--- src/rtl/max_seq_ctrl.sv ---
// max_seq_ctrl: frame maximum over COUNT samples through one shared comparator.
// Define MAX_SEQ_INDEX_EN to add the winning-index register and out_idx port.
module max_seq_ctrl #(
    parameter int WIDTH = 4,
    parameter int COUNT = 4,
    parameter int IDXW  = 2
) (
    input  logic             clk,
    input  logic             rst_n,
    input  logic             start,
    input  logic             in_valid,
    output logic             in_ready,
    input  logic [WIDTH-1:0] in_data,
    output logic             out_valid,
    input  logic             out_ready,
    output logic [WIDTH-1:0] out_max,
`ifdef MAX_SEQ_INDEX_EN
    output logic [IDXW-1:0]  out_idx,
`endif
    output logic             busy
);

    localparam int CW = $clog2(COUNT + 1);

    typedef enum logic [1:0] {
        S_IDLE,
        S_FIRST,
        S_ACC,
        S_DONE
    } state_t;

    state_t           r_state;
    logic [WIDTH-1:0] r_acc;
    logic [CW-1:0]    r_cnt;
    logic             r_in_ready;
    logic             r_out_valid;
    logic             r_busy;
`ifdef MAX_SEQ_INDEX_EN
    logic [IDXW-1:0]  r_idx;
`endif

    logic             w_accept;
    logic             w_gt;
    logic [WIDTH-1:0] w_max;
    logic             w_last;

    // The single shared comparator; strict '>' keeps the earlier sample on ties.
    assign w_gt     = in_data > r_acc;
    assign w_max    = w_gt ? in_data : r_acc;
    assign w_accept = in_valid & r_in_ready;
    assign w_last   = (r_cnt == CW'(COUNT - 1));

    always_ff @(posedge clk or negedge rst_n) begin
        if (!rst_n) begin
            r_state     <= S_IDLE;
            r_acc       <= '0;
            r_cnt       <= '0;
            r_in_ready  <= 1'b0;
            r_out_valid <= 1'b0;
            r_busy      <= 1'b0;
`ifdef MAX_SEQ_INDEX_EN
            r_idx       <= '0;
`endif
        end else begin
            unique case (r_state)
                S_IDLE: begin
                    if (start) begin
                        r_state    <= S_FIRST;
                        r_in_ready <= 1'b1;
                        r_busy     <= 1'b1;
                    end
                end
                S_FIRST: begin
                    if (w_accept) begin
                        r_acc <= in_data;
                        r_cnt <= CW'(1);
`ifdef MAX_SEQ_INDEX_EN
                        r_idx <= '0;
`endif
                        if (COUNT == 1) begin
                            r_state     <= S_DONE;
                            r_in_ready  <= 1'b0;
                            r_out_valid <= 1'b1;
                        end else begin
                            r_state <= S_ACC;
                        end
                    end
                end
                S_ACC: begin
                    if (w_accept) begin
                        r_acc <= w_max;
                        r_cnt <= r_cnt + CW'(1);
`ifdef MAX_SEQ_INDEX_EN
                        if (w_gt) r_idx <= IDXW'(r_cnt);
`endif
                        if (w_last) begin
                            r_state     <= S_DONE;
                            r_in_ready  <= 1'b0;
                            r_out_valid <= 1'b1;
                        end
                    end
                end
                S_DONE: begin
                    if (out_ready) begin
                        r_state     <= S_IDLE;
                        r_out_valid <= 1'b0;
                        r_busy      <= 1'b0;
                    end
                end
                default: begin
                    r_state <= S_IDLE;
                end
            endcase
        end
    end

    assign in_ready  = r_in_ready;
    assign out_valid = r_out_valid;
    assign out_max   = r_acc;
    assign busy      = r_busy;
`ifdef MAX_SEQ_INDEX_EN
    assign out_idx   = r_idx;
`endif

endmodule

--- config.mk ---
export PLATFORM = sky130hd
export DESIGN_NAME = max_seq_ctrl
export DESIGN_NICKNAME = d
export VERILOG_FILES = /design/src/rtl/max_seq_ctrl.sv
export SDC_FILE = /design/constraint.sdc
export NUM_CORES = 1
export LEC_CHECK = 0
export CAP_MARGIN = 20
export CORE_MARGIN = 5
export CORE_UTILIZATION = 45
export CTS_CLUSTER_DIAMETER = 40
export DETAILED_ROUTE_END_ITERATION = 8
export GPL_ROUTABILITY_DRIVEN = 0
export HOLD_SLACK_MARGIN = 0.05
export PLACE_DENSITY = 0.72
export SLEW_MARGIN = 15
export SYNTH_ARGS = -nofsm -noshare
export SYNTH_HDL_FRONTEND = slang
export SYNTH_SLANG_ARGS = --single-unit
--- constraint.sdc ---
create_clock -name clk -period 3.5 [get_ports clk]
set_input_delay 0.7 -clock clk [delete_from_list [all_inputs] [get_ports clk]]
set_output_delay 0.7 -clock clk [all_outputs]
set_load 0.01 [all_outputs]
==> results of run 1 <==
## power by group
group          switching, mW  total (mW)  internal (mW)  leakage (nW)
logic                0.00922      0.0207         0.0115         0.244
registers                  0       0.138          0.138         0.163
clock network         0.0470       0.110         0.0632        0.0210
total                 0.0562       0.269          0.213         0.427
## layout make-up
class | instances | area (sq um)
multi-input combinational | 46 | 400
inverter | 10 | 37.5
fill | 126 | 597
sequential | 12 | 300
timing repair buffer | 15 | 150
clock buffer | 4 | 36.3
tap | 16 | 20.0
## placed cells by master (no fill, tap or decap), drive strengths merged, types with 3 or more instances in the layout
| cell | netlist | final |
|---|---|---|
| nand2 | 6 | 6 |
| inv | 10 | 10 |
| mux2 | 7 | 7 |
| ha | 10 | 10 |
| o21ai | 4 | 4 |
| clkbuf | 0 | 4 |
| clkdlybuf4s50 | 0 | 15 |
| nor2 | 3 | 3 |
| dfrtp | 12 | 12 |
## critical path, delay by kind of cell
family                     cells  cell delay [ns]
buffers and inverters          2             0.52
adders and majority gates      1             0.18
and+or+nand+nor                1             0.20
muxes                          1             0.39
AOI/OAI and AO/OA              2             0.56
## worst max path at each step
stage | from | to | slack [ns] | cells after the start
3_5_place_dp | in_data[0] | out_max[3] | 0.80 | 7
5_1_grt | in_data[0] | out_max[0] | 1.03 | 7
4_1_cts | in_data[0] | out_max[0] | 1.09 | 7
2_1_floorplan | in_data[3] | out_max[0] | 1.43 | 5
6_report | in_data[0] | out_max[0] | 1.11 | 7
3_3_place_gp | in_data[3] | out_max[0] | 0.90 | 6
## metal layers
layer  global-route usage  vias to the layer above  share of wire
met5                    0                        -              0
met4               0.0638                        0         0.0086
met3               0.0233                        2          0.041
met2                0.178                       13           0.48
met1                0.166                      241           0.47
li1                     -                      278              -
## registers in the layout, indices dropped and copies added (netlist names)
name,cells
r_state,2
in_ready,1
out_valid,1
r_cnt,3
out_max,4
busy,1
## cells in the mapped netlist (all sizes together)
master | n | area share
a2111oi | 1 | 0.037
a211oi | 1 | 0.017
a21oi | 2 | 0.013
a22o | 2 | 0.023
and2b | 1 | 0.010
and3 | 1 | 0.0084
buf | 1 | 0.015
dfrtp | 12 | 0.40
ha | 10 | 0.17
inv | 10 | 0.050
mux2 | 7 | 0.11
mux2i | 1 | 0.013
nand2 | 6 | 0.030
nand2b | 1 | 0.0084
nand3 | 2 | 0.013
nand4 | 1 | 0.0084
nor2 | 3 | 0.015
o211ai | 2 | 0.027
o21ai | 4 | 0.027
o221ai | 1 | 0.012
## logic make-up after synthesis
group | share of synthesized area
simple gates | 0.0935
compound gates | 0.155
flops | 0.401
buf+inv | 0.0651
fa+ha+maj | 0.167
mux | 0.119
## through the flow
step                      instances  hold WS [ns]  instance area, sq um
final                           103         0.503                   945
after global routing            103         0.557                   945
after CTS                       103         0.499                   945
after detailed placement         99         0.482                   908
after global placement           99         0.471                   908
after floorplan                  69         0.404                   749
==> flow_summary.ini, run 1 <==
[power]
totalPowerFinal_uw = 269
peakVddDrop_mv = 0.212
power.leakage_nw = 0.427
pwr_density_cell_mw_per_mm2 = 285

[routing]
drt_iter0_drc = 1
drt-total-wl_um = 1390
post-route-drc-count = 0
drt_pass1_iterations = 4
vias = 534
wl_per_cell_um = 13.5
avgViaCountPerCell = 5.18
antenna_left = 0

[clock_tree]
cts_tree = yes
clk_latency_ns = 0.27
cts.clk_slew.worst_paths_ns = 0.07
htreeDepth = 1
postCtsResizedCells = 0
cts_root_buf = clkbuf_4
clock-sinks = 12
cts_buffers = 3
hold_buffers = 0
post_cts_buffers = 0
cts_buffer_depth = 2

[timing]
min_period_ns = 2.39
clock_skew_ns = 0.00202
tns_ns = 0
rsz0062_at_grt = no
max_slew_margin = 0.630
fin_crit_sh = 0.684
setup_ws_ns = 1.11
hold_violations = 0
setup_viol_count_final = 0
worstMarginPinSlew_ns = 0.554
maxSlewViolCount = 0
max_clock_freq_mhz = 418

[critical_path]
start_kind = input pin
timing.rr.end = out_max[0]
timing.rr.start = r_state[0]
max_stage_delay_ns = 0.47
r2r_cells = 6
end_kind = flop
worstPathArrival_ns = 2.55
required_ns = 3.66
path_class = input pin to flop
cp_cell_sequence = clkdlybuf4s50_1 > inv_1 > ha_1 > and2b_1 > o211ai_2 > a2111oi_4 > mux2_2
ff2ff_setup_slack_ns = 1.57
worstPathMaxFanout = 4
cp_slowest_cell = clkdlybuf4s50_1

[grt]
grt_antenna_before_repair = 0
grt_pass1_wl_um = 2450
gr-usage-all-layers = 0.121
overflow = 0
grt_max_degree = 13
grt_pass1_vias = 546

[place]
pre_cts_slack_ns = 0.802
dp_hpwl_um = 1110
port-buffer-count = 15

[yosys]
ys_seq_area_frac = 0.401
syn_area_per_cell_sq_um = 10.9
synth.cell_area_sq_um = 749
syn-num-nets = 88
ys_ff_latch = 12
ys_types = 22
yosysWarnings = 0
synthCells = 69

[finish]
finalNetCount = 107
areaGrowthSynthToFinish_pct = 26.0
drive_above_1_share = 0.172
diodes = 0
utilization = 0.613

[job]
drv_cap = 0

[floorplan]
fp-row-count = 14
die_area_sq_mm = 0.00258
pin_count = 16
die_h_um = 50.8
coreArea_sq_mm = 0.00154
dieWidth_um = 50.8
start_util = 0.486

[hold_path]
hold_class = flop to flop
min-delay-start = r_cnt[0]
whs_endpoint = r_cnt[0]
hold_depth = 1

[outcome]
status = complete, no violations
No activity file was read; power rests on OpenSTA's default activity.
==> run 2, diff against run 1 <==
--- a/config.mk
+++ b/config.mk
@@ -7,12 +7,12 @@
 export LEC_CHECK = 0
 export CAP_MARGIN = 20
 export CORE_MARGIN = 5
-export CORE_UTILIZATION = 45
+export CORE_UTILIZATION = 44
 export CTS_CLUSTER_DIAMETER = 40
 export DETAILED_ROUTE_END_ITERATION = 8
 export GPL_ROUTABILITY_DRIVEN = 0
 export HOLD_SLACK_MARGIN = 0.05
-export PLACE_DENSITY = 0.72
+export PLACE_DENSITY = 0.73
 export SLEW_MARGIN = 15
 export SYNTH_ARGS = -nofsm -noshare
 export SYNTH_HDL_FRONTEND = slang
==> constraint.sdc (replaced) <==
create_clock -name clk -period 2 [get_ports clk]
set_input_delay 0.4 -clock clk [delete_from_list [all_inputs] [get_ports clk]]
set_output_delay 0.4 -clock clk [all_outputs]
set_load 0.01 [all_outputs]
==> run 2 against run 1 <==
Largest cell class unchanged. Flip-flop and latch count is the same. Largest power group unchanged. Clock power grew 76%. Sequential share of layout area is 2.2 points lower. Hold slack got worse by 0.031 ns. Setup slack got worse by 1.0 ns. First-iteration DRC count grew to 11 times the previous value.
==> flow_summary.ini, run 2 (same netlist as run 1, synthesis figures left out) <==
[grt]
grt_pass1_wl_um = 2460
overflow = 0
grt_max_degree = 13
grt_pass1_vias = 571
gr-usage-all-layers = 0.127
grt_antenna_before_repair = 0

[critical_path]
worstPathMaxFanout = 3
end_kind = flop
start_kind = flop
cp_slowest_cell = dfrtp_1
max_stage_delay_ns = 0.38
required_ns = 2.17
cp.buffers_inverters = 2
path_class = flop to flop
worstPathArrival_ns = 2.08
crit_family = compound AO/OA/AOI/OAI gates
r2r_cells = 7
crit_cells = 7
cp_cell_sequence = inv_2 > ha_4 > and2b_1 > o211ai_2 > a2111oi_4 > buf_4 > mux2_2

[finish]
finalNetCount = 110
diodes = 0
largest_reg_flops = 4
instances_no_fill = 107
utilization = 0.608
final_common_cell = dfrtp_1
drive_above_1_share = 0.244
areaGrowthSynthToFinish_pct = 35.6
design_area_sq_mm = 0.00102
mostFrequentLayoutCells = dfrtp_1 (12), clkdlybuf4s50_1 (11), inv_1 (8)

[power]
power.leakage_nw = 0.468
power_frac_seq = 0.508
p_switching_uw = 102
switching_share = 0.213
internal-power_uw = 375
share_comb_of_total_power = 0.084
clkPwrFrac = 0.408
peakVddDrop_mv = 0.307
pwr_density_cell_mw_per_mm2 = 469

[timing]
maxSlewViolCount = 0
min_period_ns = 1.91
max_clock_freq_mhz = 523
hold_violations = 0
tns_ns = 0
max_slew_margin = 0.635
fin_crit_sh = 0.956
worstMarginPinSlew_ns = 0.545
setup_viol_count_final = 0
clock_skew_ns = 0.00567

[clock_tree]
clock-sinks = 12
clk_latency_ns = 0.28
cts_buffers = 3
htreeDepth = 1
hold_buffers = 0
cts_root_buf = clkbuf_4
cts_buffer_depth = 2
cts_tree = yes
cts.clk_slew.worst_paths_ns = 0.08

[routing]
drt-total-wl_um = 1510
drt_pass1_iterations = 4
drt_iter0_drc = 11
vias = 575
wl_per_cell_um = 14.1
avgViaCountPerCell = 5.37
post-route-drc-count = 0
antenna_left = 0

[place]
port-buffer-count = 15
dp_hpwl_um = 1140
dp.cells = 101
placed_area_sq_um = 917

[hold_path]
hold_class = input pin to asynchronous set/reset pin

[floorplan]
die_h_um = 51.3
dieWidth_um = 51.3
coreArea_sq_mm = 0.00167
die_area_sq_mm = 0.00263
start_util = 0.449
fp-row-count = 15
pin_count = 16

[outcome]
status = complete, no violations

[job]
drv_cap = 0
## run 2: cell count changes in the layout (fill, tap and decap cells not counted), sizes merged
cell	change
dlymetal6s2s	+2
buf	+3
dlygate4sd2	+2
clkdlybuf4s50	-4
## run 2: metrics by stage
| stage | total power, mW | setup slack [ns] | hold slack (ns) |
|---|---|---|---|
| floorplan | 0.258 | 0.201 | 0.104 |
| global placement | 0.283 | -0.309 | 0.462 |
| detailed placement | 0.283 | -0.359 | 0.470 |
| CTS | 0.481 | 0.0157 | 0.488 |
| global route | 0.499 | -0.0152 | 0.475 |
| finish | 0.477 | 0.0889 | 0.471 |
## run 2: final timing paths
path | from | end | slack (ns)
min reg2reg | r_cnt[2] | r_cnt[2] | 0.48
min in group clk | in_data[2] | out_max[2] | 0.47
max | out_max[1] | out_max[2] | 0.09
min | rst_n | in_ready | 0.47
max reg2reg | out_max[1] | out_max[2] | 0.09
max in group asynchronous | rst_n | r_cnt[1] | 1.16
## run 2: timing repair
| action | in CTS | in global routing |
|---|---|---|
| endpoints found under the setup margin | 4 | 4 |
| pin swaps | 3 | 4 |
| cloned | 0 | 0 |
| endpoints found under the hold margin | 0 | 0 |
| setup buffers | 2 | 0 |
| resized for setup | 4 | 6 |
## run 2: layout make-up
type / instances / area, sq um
sequential: 12 / 300
clock buffer: 4 / 36.3
inverter: 10 / 37.5
fill: 139 / 654
multi-input combinational: 46 / 445
timing repair buffer: 18 / 175
tap: 17 / 21.3
## run 2: power groups by stage
| stage | combinational (mW) | sequential [mW] | clock (mW) |
|---|---|---|---|
| after floorplan | 0.0108 | 0.247 | 0 |
| after global placement | 0.0355 | 0.247 | 0 |
| after detailed placement | 0.0361 | 0.247 | 0 |
| after CTS | 0.0371 | 0.242 | 0.201 |
| after global routing | 0.0443 | 0.242 | 0.212 |
| final | 0.0400 | 0.242 | 0.194 |
## run 2: metal layers
| layer | vias up | track usage | share of wire |
|---|---|---|---|
| met2 | 14 | 0.208 | 0.51 |
| met4 | 0 | 0.0524 | 0.0066 |
| met1 | 276 | 0.154 | 0.44 |
| li1 | 283 | - | - |
| met5 | - | 0 | 0 |
| met3 | 2 | 0.0408 | 0.048 |
==> run 3, diff against run 2 <==
--- a/config.mk
+++ b/config.mk
@@ -13,6 +13,7 @@
 export GPL_ROUTABILITY_DRIVEN = 0
 export HOLD_SLACK_MARGIN = 0.05
 export PLACE_DENSITY = 0.73
+export SETUP_SLACK_MARGIN = 0.1
 export SLEW_MARGIN = 15
 export SYNTH_ARGS = -nofsm -noshare
 export SYNTH_HDL_FRONTEND = slang
==> run 3 against run 2 <==
Fmax rose by 3.8%. Final cell count is 2.8% higher. Utilization grew 1.3 points. Die area stayed put. Global-route usage is 0.55 points higher. First-iteration DRC count grew 18%. Sequential power about the same. Via count rose by 5.0%. Setup slack better by 0.071 ns. Highest routed layer unchanged. Critical path depth is the same. Combinational power shrank 2%.
==> flow_summary.ini, run 3 (same netlist as run 1, synthesis figures left out) <==
[critical_path]
ff2ff_setup_slack_ns = 0.16
path_class = flop to flop
timing.rr.end = out_max[0]
worstPathMaxFanout = 2
required_ns = 2.16
r2r_cells = 7
max_stage_delay_ns = 0.37
cp_cell_sequence = inv_2 > ha_4 > and2b_1 > o211ai_2 > a2111oi_4 > buf_4 > mux2_4
timing.rr.start = out_max[1]
cp_slowest_cell = dfrtp_1
start_kind = flop
worstPathArrival_ns = 2.00
end_kind = flop

[floorplan]
fp-row-count = 15
start_util = 0.449
pin_count = 16
die_area_sq_mm = 0.00263
coreArea_sq_mm = 0.00167
dieWidth_um = 51.3
die_h_um = 51.3

[routing]
drt_iter0_drc = 13
wl_per_cell_um = 14.5
avgViaCountPerCell = 5.49
vias = 604
post-route-drc-count = 0
drt_pass1_iterations = 4
drt-total-wl_um = 1600
antenna_left = 0

[grt]
overflow = 0
grt_pass1_vias = 585
grt_pass1_wl_um = 2530
gr-usage-all-layers = 0.133
grt_max_degree = 13
grt_antenna_before_repair = 0

[clock_tree]
hold_buffers = 0
clock-sinks = 12
cts_tree = yes
cts_root_buf = clkbuf_4
cts_buffers = 3
cts_buffer_depth = 2
clk_latency_ns = 0.28
htreeDepth = 1
cts.clk_slew.worst_paths_ns = 0.08

[place]
port-buffer-count = 15
dp_hpwl_um = 1140

[finish]
num-fill-cells = 133
finalNetCount = 113
mostFrequentLayoutCells = dfrtp_1 (12), clkdlybuf4s50_1 (11), inv_1 (8)
final_common_cell = dfrtp_1
largest_reg_flops = 4
diodes = 0
areaGrowthSynthToFinish_pct = 38.6
utilization = 0.622
drive_above_1_share = 0.269

[timing]
clock_skew_ns = 0.00585
maxSlewViolCount = 0
worstMarginPinSlew_ns = 0.548
min_period_ns = 1.84
max_clock_freq_mhz = 543
max_slew_margin = 0.633
hold_violations = 0
tns_ns = 0
setup_viol_count_final = 0
rsz0062_at_grt = yes
fin_crit_sh = 0.920

[hold_path]
hold_class = input pin to asynchronous set/reset pin

[power]
pwr_density_cell_mw_per_mm2 = 459
peakVddDrop_mv = 0.307
power.leakage_nw = 0.473

[job]
drv_cap = 0

[outcome]
status = complete, no violations
## run 3: how the worst max path moves through the flow
stage	startpoint	end	cells after the start
6_report	out_max[1]	out_max[0]	7
2_1_floorplan	out_max[1]	out_max[0]	6
4_1_cts	out_max[1]	out_max[2]	7
3_3_place_gp	in_data[0]	out_max[0]	7
5_1_grt	out_max[1]	out_max[0]	7
3_5_place_dp	in_data[0]	out_max[2]	7
## run 3: stage by stage
stage                     cells  hold slack [ns]  power (mW)  area, sq um  worst slack, ns
after global routing        110            0.515       0.499         1040           0.0561
after CTS                   108            0.488       0.481         1000            0.113
after global placement      101            0.462       0.283          917           -0.309
after floorplan              69            0.104       0.258          749            0.201
final                       110            0.473       0.476         1040            0.160
after detailed placement    101            0.470       0.283          917           -0.359
## run 3: repair_timing
| action | 4_1_cts | 5_1_grt |
|---|---|---|
| setup endpoints to repair | 4 | 4 |
| pin swaps | 4 | 3 |
| gates resized for setup | 8 | 4 |
| setup buffers | 3 | 2 |
| gates cloned | 0 | 0 |
## run 3: cell type report
| cell class | count | area (sq um) | area share |
|---|---|---|---|
| flip-flops and latches | 12 | 300 | 0.289 |
| well taps | 17 | 21.3 | 0.0205 |
| clock buffers | 4 | 36.3 | 0.0349 |
| inverters | 10 | 37.5 | 0.0361 |
| repair buffers | 21 | 190 | 0.183 |
| multi-input cells | 46 | 453 | 0.436 |
## run 3: metal layers
metal	global-route usage	wire length [um]	part of all wire
met1	0.159	697	0.44
met2	0.221	804	0.50
met3	0.0408	79	0.050
met4	0.0524	14	0.0088
met5	0	0	0
## run 3: worst max-delay path: cells and delay by family, from the launching register on
kind            cells  cell delay (ns)
compound gates      2             0.42
flops               1             0.37
mux                 1             0.29
fa+ha+maj           1             0.26
buf+inv             2             0.24
simple gates        1             0.13
## run 3: power breakdown
group | total (mW) | internal (mW) | switching, mW
registers | 0.242 | 0.242 | 0
clock network | 0.195 | 0.111 | 0.0840
logic | 0.0394 | 0.0213 | 0.0181
total | 0.476 | 0.374 | 0.102
